`src/rtl/fn_unit_arbiter.sv`:
```
// Round-robin arbiter sharing one registered f1 unit, f1(a,b,c) = (a+b) ^ c, among NREQ lanes.
// The one-entry result register doubles as the EMPTY/FULL state, so rsp_valid is the state bit.
module fn_unit_arbiter #(
  parameter int           NREQ      = 3,
  parameter int           W         = 4,
  parameter logic [W-1:0] DEFAULT_C = 4'b1010
) (
  input  logic                      clk,
  input  logic                      rst,
  input  logic [NREQ-1:0]           req_valid,
  output logic [NREQ-1:0]           req_ready,
  input  logic [NREQ*W-1:0]         req_a,
  input  logic [NREQ*W-1:0]         req_b,
  input  logic [NREQ*W-1:0]         req_c,
  input  logic [NREQ-1:0]           req_c_en,
  output logic                      rsp_valid,
  input  logic                      rsp_ready,
  output logic [W-1:0]              rsp_data,
  output logic [$clog2(NREQ)-1:0]   rsp_id,
  output logic [7:0]                rsp_count
);

  localparam int IDW = $clog2(NREQ);

  typedef enum logic {
    EMPTY = 1'b0,
    FULL  = 1'b1
  } state_t;

  state_t         state_q, state_d;
  logic [W-1:0]   data_q, data_d;
  logic [IDW-1:0] id_q, id_d;
  logic [IDW-1:0] ptr_q, ptr_d;
  logic [7:0]     count_q, count_d;

  logic [W-1:0]   f1_lane [NREQ];
  logic           can_accept;
  logic           grant_found;
  logic [IDW-1:0] grant_idx;
  logic [IDW:0]   cand;
  logic           drain;

  // Every lane computes its own f1 result; the grant just picks one.
  generate
    for (genvar gi = 0; gi < NREQ; gi++) begin : g_lane
      logic [W-1:0] sum;
      logic [W-1:0] c_eff;
      assign sum          = req_a[gi*W +: W] + req_b[gi*W +: W];
      assign c_eff        = req_c_en[gi] ? req_c[gi*W +: W] : DEFAULT_C;
      assign f1_lane[gi]  = sum ^ c_eff;
    end
  endgenerate

  assign can_accept = (state_q == EMPTY) || rsp_ready;
  assign drain      = (state_q == FULL) && rsp_ready;

  // Scan ptr, ptr+1, ... modulo NREQ; cand is one bit wider so the wrap can't overflow.
  always_comb begin
    grant_found = 1'b0;
    grant_idx   = '0;
    cand        = '0;
    for (int k = 0; k < NREQ; k++) begin
      cand = {1'b0, ptr_q} + (IDW+1)'(k);
      if (cand >= (IDW+1)'(NREQ)) begin
        cand = cand - (IDW+1)'(NREQ);
      end
      if (!grant_found && req_valid[cand[IDW-1:0]]) begin
        grant_found = 1'b1;
        grant_idx   = cand[IDW-1:0];
      end
    end
    if (rst || !can_accept) begin
      grant_found = 1'b0;
    end
  end

  assign req_ready = grant_found ? (NREQ'(1) << grant_idx) : '0;

  always_comb begin
    state_d = state_q;
    data_d  = data_q;
    id_d    = id_q;
    ptr_d   = ptr_q;
    count_d = count_q;
    case (state_q)
      EMPTY:   if (grant_found) state_d = FULL;
      FULL:    if (drain && !grant_found) state_d = EMPTY;
      default: state_d = EMPTY;
    endcase
    if (grant_found) begin
      data_d = f1_lane[grant_idx];
      id_d   = grant_idx;
      ptr_d  = (grant_idx == IDW'(NREQ-1)) ? '0 : grant_idx + 1'b1;
    end
    if (drain) begin
      count_d = count_q + 8'd1;
    end
  end

  always_ff @(posedge clk) begin
    if (rst) begin
      state_q <= EMPTY;
      data_q  <= '0;
      id_q    <= '0;
      ptr_q   <= '0;
      count_q <= '0;
    end else begin
      state_q <= state_d;
      data_q  <= data_d;
      id_q    <= id_d;
      ptr_q   <= ptr_d;
      count_q <= count_d;
    end
  end

  assign rsp_valid = (state_q == FULL);
  assign rsp_data  = data_q;
  assign rsp_id    = id_q;
  assign rsp_count = count_q;

endmodule

```
`config.mk`:
```
export PLATFORM = sky130hd
export DESIGN_NAME = fn_unit_arbiter
export DESIGN_NICKNAME = d
export VERILOG_FILES = /design/src/rtl/fn_unit_arbiter.sv
export SDC_FILE = /design/constraint.sdc
export NUM_CORES = 1
export LEC_CHECK = 0
export ABC_CLOCK_PERIOD_IN_PS = 3500
export BUFFER_PORTS_ARGS = -buffer_cell sky130_fd_sc_hd__buf_2
export CORE_MARGIN = 5
export CORE_UTILIZATION = 40
export CTS_BUF_LIST = sky130_fd_sc_hd__clkbuf_8 sky130_fd_sc_hd__clkbuf_16
export DETAILED_ROUTE_END_ITERATION = 8
export PLACE_DENSITY = 0.77
export SYNTH_ARGS = -nofsm -noshare
export SYNTH_HDL_FRONTEND = slang
export SYNTH_SLANG_ARGS = --single-unit
```
`constraint.sdc`:
```
create_clock -name clk -period 3.5 [get_ports clk]
set_input_delay 0.175 -clock clk [delete_from_list [all_inputs] [get_ports clk]]
set_output_delay 0.175 -clock clk [all_outputs]
set_load 0.1 [all_outputs]
```
==> flow_summary.toml, run 1 <==
[outcome]
outcome = "complete, no violations"

[critical_path]
worstSetupPathType = "flop to primary output"
required_ps = 3320
cp-start-kind = "flop"
path_max_fanout = 12
cp_cell_sequence = "inv_1 > ha_1 > or2_1 > a32o_1 > a32oi_2 > nand2_4 > nor2_4 > buf_2"
cp-end-kind = "primary output"
slowest_stage = "a32oi_2"
max_stage_delay_ps = 530
worst_ep_arrival_time_ps = 2890

[synthesis]
syn_area_um2 = 1530
synth_warnings = 0
synth.avg_cell_area_um2 = 8.90
yosysTopAreaCellShare_pct = 22.2
ys_top_cells_by_area = "dfxtp_1 (22%), ha_1 (11%), xnor2_1 (11%), xor2_1 (4.6%), fa_1 (3.9%)"
syn_nets = 234
seq_area_frac_synth_pct = 22.2
synth_flop_cell = "dfxtp_1"
ys_seq_elements = 17
synth_edf_count = 0
yosys.cell_types.count = 43
syn_inst = 172
async_flop_share_pct = 0
synth_area_leader_cell = "dfxtp_1"

[sta]
min_period_ps = 3070
whs_ps = 233
skew_ps = 2.32
tightestPinTransition_ps = 597
relSlewSlack_pct = 60.2
rsz0062_at_grt = "false"
hold_viol = 0
fmax_mhz = 326
maxSlewViolCount = 0
finalSetupViolCount = 0
fin_crit_sh_pct = 87.6
fin_tns_setup_ps = 0

[power_and_ir_drop]
internal-power_w = 0.000562
pwr-share-comb_pct = 67.6
ir_drop_mv = 0.523
p_seq_share_pct = 21.1
power_density_nw_per_um2 = 650
p_switching_w = 0.000679
p_sw_share_pct = 54.7
clkPwrFrac_pct = 11.3
p_leak_nw = 0.875

[placement]
io_buffers = 62
gp_congestion = 0.754
dp_hpwl_um = 2910

[cts]
cts_tree = "built"
cts-buffers-inserted = 3
cts_setup_buffers = 0
cts-htree-levels = 1
cts_root_buf = "clkbuf_8"
cts.sinks = 17
cts.clk_slew.worst_paths_ps = 60
clkLatencyLatePin_ps = 240
clock_path_buffers = 2
post_cts_resized = 0
holdBufCountCts = 0

[routing]
drtPass1Iterations = 4
viasPerCell = 4.97
via_count = 1397
final_antenna_net_count = 0
drtIter0Drc = 80
post_drt_wl_per_cell_um = 12.0
wirelength_um = 3380
drcViolationCount = 0

[final_layout]
layout_common_cells = "buf_2 (62), xnor2_1 (19), dfxtp_1 (17)"
area.growth.synth_to_final_pct = 24.6
layout_commonest_cell = "buf_2"
n_antenna_cell = 0
layout-drive-gt1-share_pct = 32.6
nNetsFinal = 296

[die]
initial_utilization_pct = 41.5
die_y_um = 71.9
rows = 22
die_area_um2 = 5170
pin_count = 63
fp.coreArea_um2 = 3690
die_w_um = 71.9

[global_routing]
grt_pass1_vias = 1433
antenna_found_initial = 0
grt_pass1_wl_um = 5850
overflow = 0
grt_start_max_net_pins = 14
grt_usage_pct = 13.6

[run]
cap_violations = 0

[worst_hold_path]
hold_class = "input port to flop"
[flip-flops by register name (all words and copies together), names as in the netlist]
name	flops
rsp_id	2
rsp_data	4
rsp_count	8
ptr_q	2
rsp_valid	1
[layout make-up]
class | instances | area, µm²
clock inverter | 1 | 3.75
fill | 365 | 1780
tap | 48 | 60.1
clock buffer | 3 | 41.3
inverter | 8 | 30.0
timing repair buffer | 62 | 310
sequential | 17 | 340
multi-input combinational | 142 | 1120
[cells in the mapped netlist (2+ instances only)]
cell and count:
nand2b_1 4, mux2i_1 3, xnor2_1 19, a21oi_1 8, ha_1 14, fa_1 3
a221o_1 4, o21ai_0 3, nand3b_1 2, dfxtp_1 17, nor3b_1 2, a32o_1 2
nand2_1 15, a211oi_1 5, nand3_1 6, buf_6 2, nor2_1 15, mux2_4 2
nor2b_1 5, inv_1 8, xor2_1 8, a21o_1 4
[power by group through the flow]
stage	registers, W	clock network [W]	logic [W]
after floorplan	0.000473	0	0.000509
after global placement	0.000263	0	0.000829
after detailed placement	0.000264	0	0.000841
after CTS	0.000261	0.000143	0.000843
after global routing	0.000268	0.000155	0.000904
final	0.000262	0.000140	0.000839
[final timing paths]
check / from / cells after the start / end / slack [ps]
min: rsp_ready / 3 / rsp_count[1]$_SDFFE_PP0P_ / 230
max: ptr_q[0]$_SDFFE_PP0P_ / 8 / req_ready[1] / 430
min reg2reg: rsp_id[0]$_SDFFE_PP0P_ / 2 / rsp_id[0]$_SDFFE_PP0P_ / 480
max reg2reg: ptr_q[0]$_SDFFE_PP0P_ / 8 / rsp_data[3]$_SDFFE_PP0P_ / 900
[worst max-delay path, delay by kind of cell (launching register included)]
family,cells,cell delay [ps]
simple gates,3,510
buf+inv,2,530
flops,1,390
fa+ha+maj,1,410
compound gates,2,780
[kinds of logic after synthesis]
logic type / count (synthesis) / share of synthesized area (%)
XOR/XNOR: 27 / 15.4
AO/OA/AOI/OAI: 33 / 18.1
AND/OR/NAND/NOR: 60 / 20.4
adder cells (fa/ha/maj): 17 / 15.4
flip-flops: 17 / 22.2
multiplexers: 5 / 3.92
buffers and inverters: 13 / 4.49
[per-stage QoR]
step                setup WS (ps)  total power, W  utilization, %  cells  instance area [µm²]
global placement              783         0.00109            50.5    277                 1860
global route                  232         0.00133            51.7    281                 1910
detailed placement            709         0.00111            50.5    277                 1860
floorplan                     260        0.000982               -    172                 1530
CTS                           429         0.00125            51.7    281                 1910
finish                        433         0.00124            51.7    281                 1910
[per-layer routing]
metal	global-route usage [%]	part of all wire, %
met3	2.52	7.4
met4	2.51	0.68
met5	0	0
met1	15.4	42
met2	26.2	50
No activity file was read; power rests on OpenSTA's default activity.
==> run 2: changes to the inputs <==
--- a/config.mk
+++ b/config.mk
@@ -5,13 +5,14 @@
 export SDC_FILE = /design/constraint.sdc
 export NUM_CORES = 1
 export LEC_CHECK = 0
-export ABC_CLOCK_PERIOD_IN_PS = 3500
+export ABC_CLOCK_PERIOD_IN_PS = 2500
 export BUFFER_PORTS_ARGS = -buffer_cell sky130_fd_sc_hd__buf_2
+export CORE_ASPECT_RATIO = 0.6
 export CORE_MARGIN = 5
 export CORE_UTILIZATION = 40
 export CTS_BUF_LIST = sky130_fd_sc_hd__clkbuf_8 sky130_fd_sc_hd__clkbuf_16
 export DETAILED_ROUTE_END_ITERATION = 8
-export PLACE_DENSITY = 0.77
+export PLACE_DENSITY = 0.8
 export SYNTH_ARGS = -nofsm -noshare
 export SYNTH_HDL_FRONTEND = slang
 export SYNTH_SLANG_ARGS = --single-unit
==> constraint.sdc (replaced) <==
create_clock -name clk -period 2.5 [get_ports clk]
set_input_delay 0.125 -clock clk [delete_from_list [all_inputs] [get_ports clk]]
set_output_delay 0.125 -clock clk [all_outputs]
set_load 0.1 [all_outputs]
==> run 2 against run 1 <==
  * Global-route usage increased by 1.3 points
  * Die area is 0.79% higher
  * Wire length up 17%
==> flow_summary.toml, run 2 (same netlist as run 1, synthesis figures left out) <==
[final_layout]
n_antenna_cell = 0
n_fill_cell = 332
layout-drive-gt1-share_pct = 41.2
multiInputGateArea_um2 = 1200
layout_common_cells = "buf_2 (59), xnor2_1 (19), nand2_1 (15), dfxtp_1 (15), nor2_1 (13)"
final-seq-area_um2 = 348
largest_reg_flops = 8
nNetsFinal = 308
area.growth.synth_to_final_pct = 39.5
finish.utilization_pct = 58.0
layout_commonest_cell = "buf_2"

[routing]
wirelength_um = 3950
post_drt_wl_per_cell_um = 13.5
drcViolationCount = 0
viasPerCell = 5.00
final_antenna_net_count = 0
drtPass1Iterations = 4
drtIter0Drc = 63
via_count = 1461

[sta]
fin_tns_setup_ps = 0
relSlewSlack_pct = 67.5
hold_viol = 0
fmax_mhz = 408
skew_ps = 0.821
min_period_ps = 2450
finalSetupViolCount = 0
tightestPinTransition_ps = 491
maxSlewViolCount = 0
setup_ws_ps = 50.7
fin_crit_sh_pct = 98.0
whs_ps = 179

[power_and_ir_drop]
internal-power_w = 0.00102
ir_drop_mv = 0.513
power_density_nw_per_um2 = 983
p_leak_nw = 0.954
p_seq_share_pct = 18.0
p_sw_share_pct = 51.3
p_switching_w = 0.00108
clkPwrFrac_pct = 9.4
pwr-share-comb_pct = 72.7

[placement]
io_buffers = 62
pre_cts_slack_ps = 55.8
gp_congestion = 0.892
dp_hpwl_um = 3200

[global_routing]
grt_pass1_wl_um = 6580
grt_pass1_vias = 1475
grt_start_max_net_pins = 14
overflow = 0
antenna_found_initial = 0
grt_usage_pct = 14.9

[critical_path]
cp-end-kind = "primary output"
slowest_stage = "dfxtp_4"
required_ps = 2380
cp_cell_sequence = "inv_1 > ha_4 > mux2_4 > mux2_4 > a311o_1 > a21o_1 > nor2_4 > buf_12"
worstSetupPathType = "flop to primary output"
max_stage_delay_ps = 340
path_max_fanout = 6
cp-start-kind = "flop"
cp.buffers_inverters = 2
cp_top_family = "multiplexers"
worst_ep_arrival_time_ps = 2320
cpMostUsedCell = "mux2_4"

[cts]
cts_tree = "built"
cts.sinks = 17
clock_path_buffers = 2
cts-htree-levels = 1
cts.clk_slew.worst_paths_ps = 60
clkLatencyLatePin_ps = 250
cts_root_buf = "clkbuf_8"
cts-buffers-inserted = 3

[run]
cap_violations = 0

[die]
die_y_um = 57.9
die_w_um = 89.9
fp.coreArea_um2 = 3680
rows = 17
die_area_um2 = 5210
initial_utilization_pct = 41.6
pin_count = 63

[worst_hold_path]
hold_class = "input port to flop"

[outcome]
outcome = "complete, no violations"
[run 2: repair_timing]
action                                  CTS  global route
pin swaps                                 2             6
resized for setup                         4            15
gates cloned                              0             0
endpoints found under the setup margin    3             7
hold buffers                              0             0
buffers inserted                          1             5
[run 2: metrics by stage]
step	power [W]	instances	instance area, µm²
floorplan	0.00141	172	1550
global placement	0.00169	282	1970
detailed placement	0.00172	282	1970
CTS	0.00196	287	2050
global route	0.00222	292	2140
finish	0.00210	292	2140
[run 2: final timing paths]
kind                                                 from  slack [ps]  cells past startpoint                         to
worst min-delay path                            rsp_ready         180                      3  rsp_count[1]$_SDFFE_PP0P_
worst max-delay path                ptr_q[1]$_SDFFE_PP0P_          50                      8               req_ready[2]
worst min register to register  rsp_count[1]$_SDFFE_PP0P_         490                      2  rsp_count[1]$_SDFFE_PP0P_
worst max register to register      ptr_q[1]$_SDFFE_PP0P_         120                      9   rsp_data[2]$_SDFFE_PP0P_
[run 2: cell type report]
| cell class | count | share of cell area [%] |
|---|---|---|
| multi-input combinational | 142 | 56.1 |
| timing repair buffer | 74 | 21.4 |
| sequential | 17 | 16.3 |
| tap | 47 | 2.75 |
| clock buffer | 3 | 1.93 |
| inverter | 8 | 1.41 |
| clock inverter | 1 | 0.176 |
[run 2: layer usage]
metal	vias up	GRT usage (%)	part of all wire [%]
met1	661	19.4	45
li1	747	-	-
met3	5	3.37	6.0
met2	48	25.9	48
met4	0	2.55	0.73
met5	-	0	0
[run 2: power groups by stage]
stage	registers (W)	logic (W)	clock network [W]
final	0.000377	0.00153	0.000197
after global routing	0.000384	0.00162	0.000221
after CTS	0.000372	0.00139	0.000204
after detailed placement	0.000377	0.00135	0
after global placement	0.000374	0.00132	0
after floorplan	0.000664	0.000747	0
[run 2: worst min-delay path, cell delays in order]
cell     delay, ps
buf_2          120
nand3_1         80
a21oi_1         60
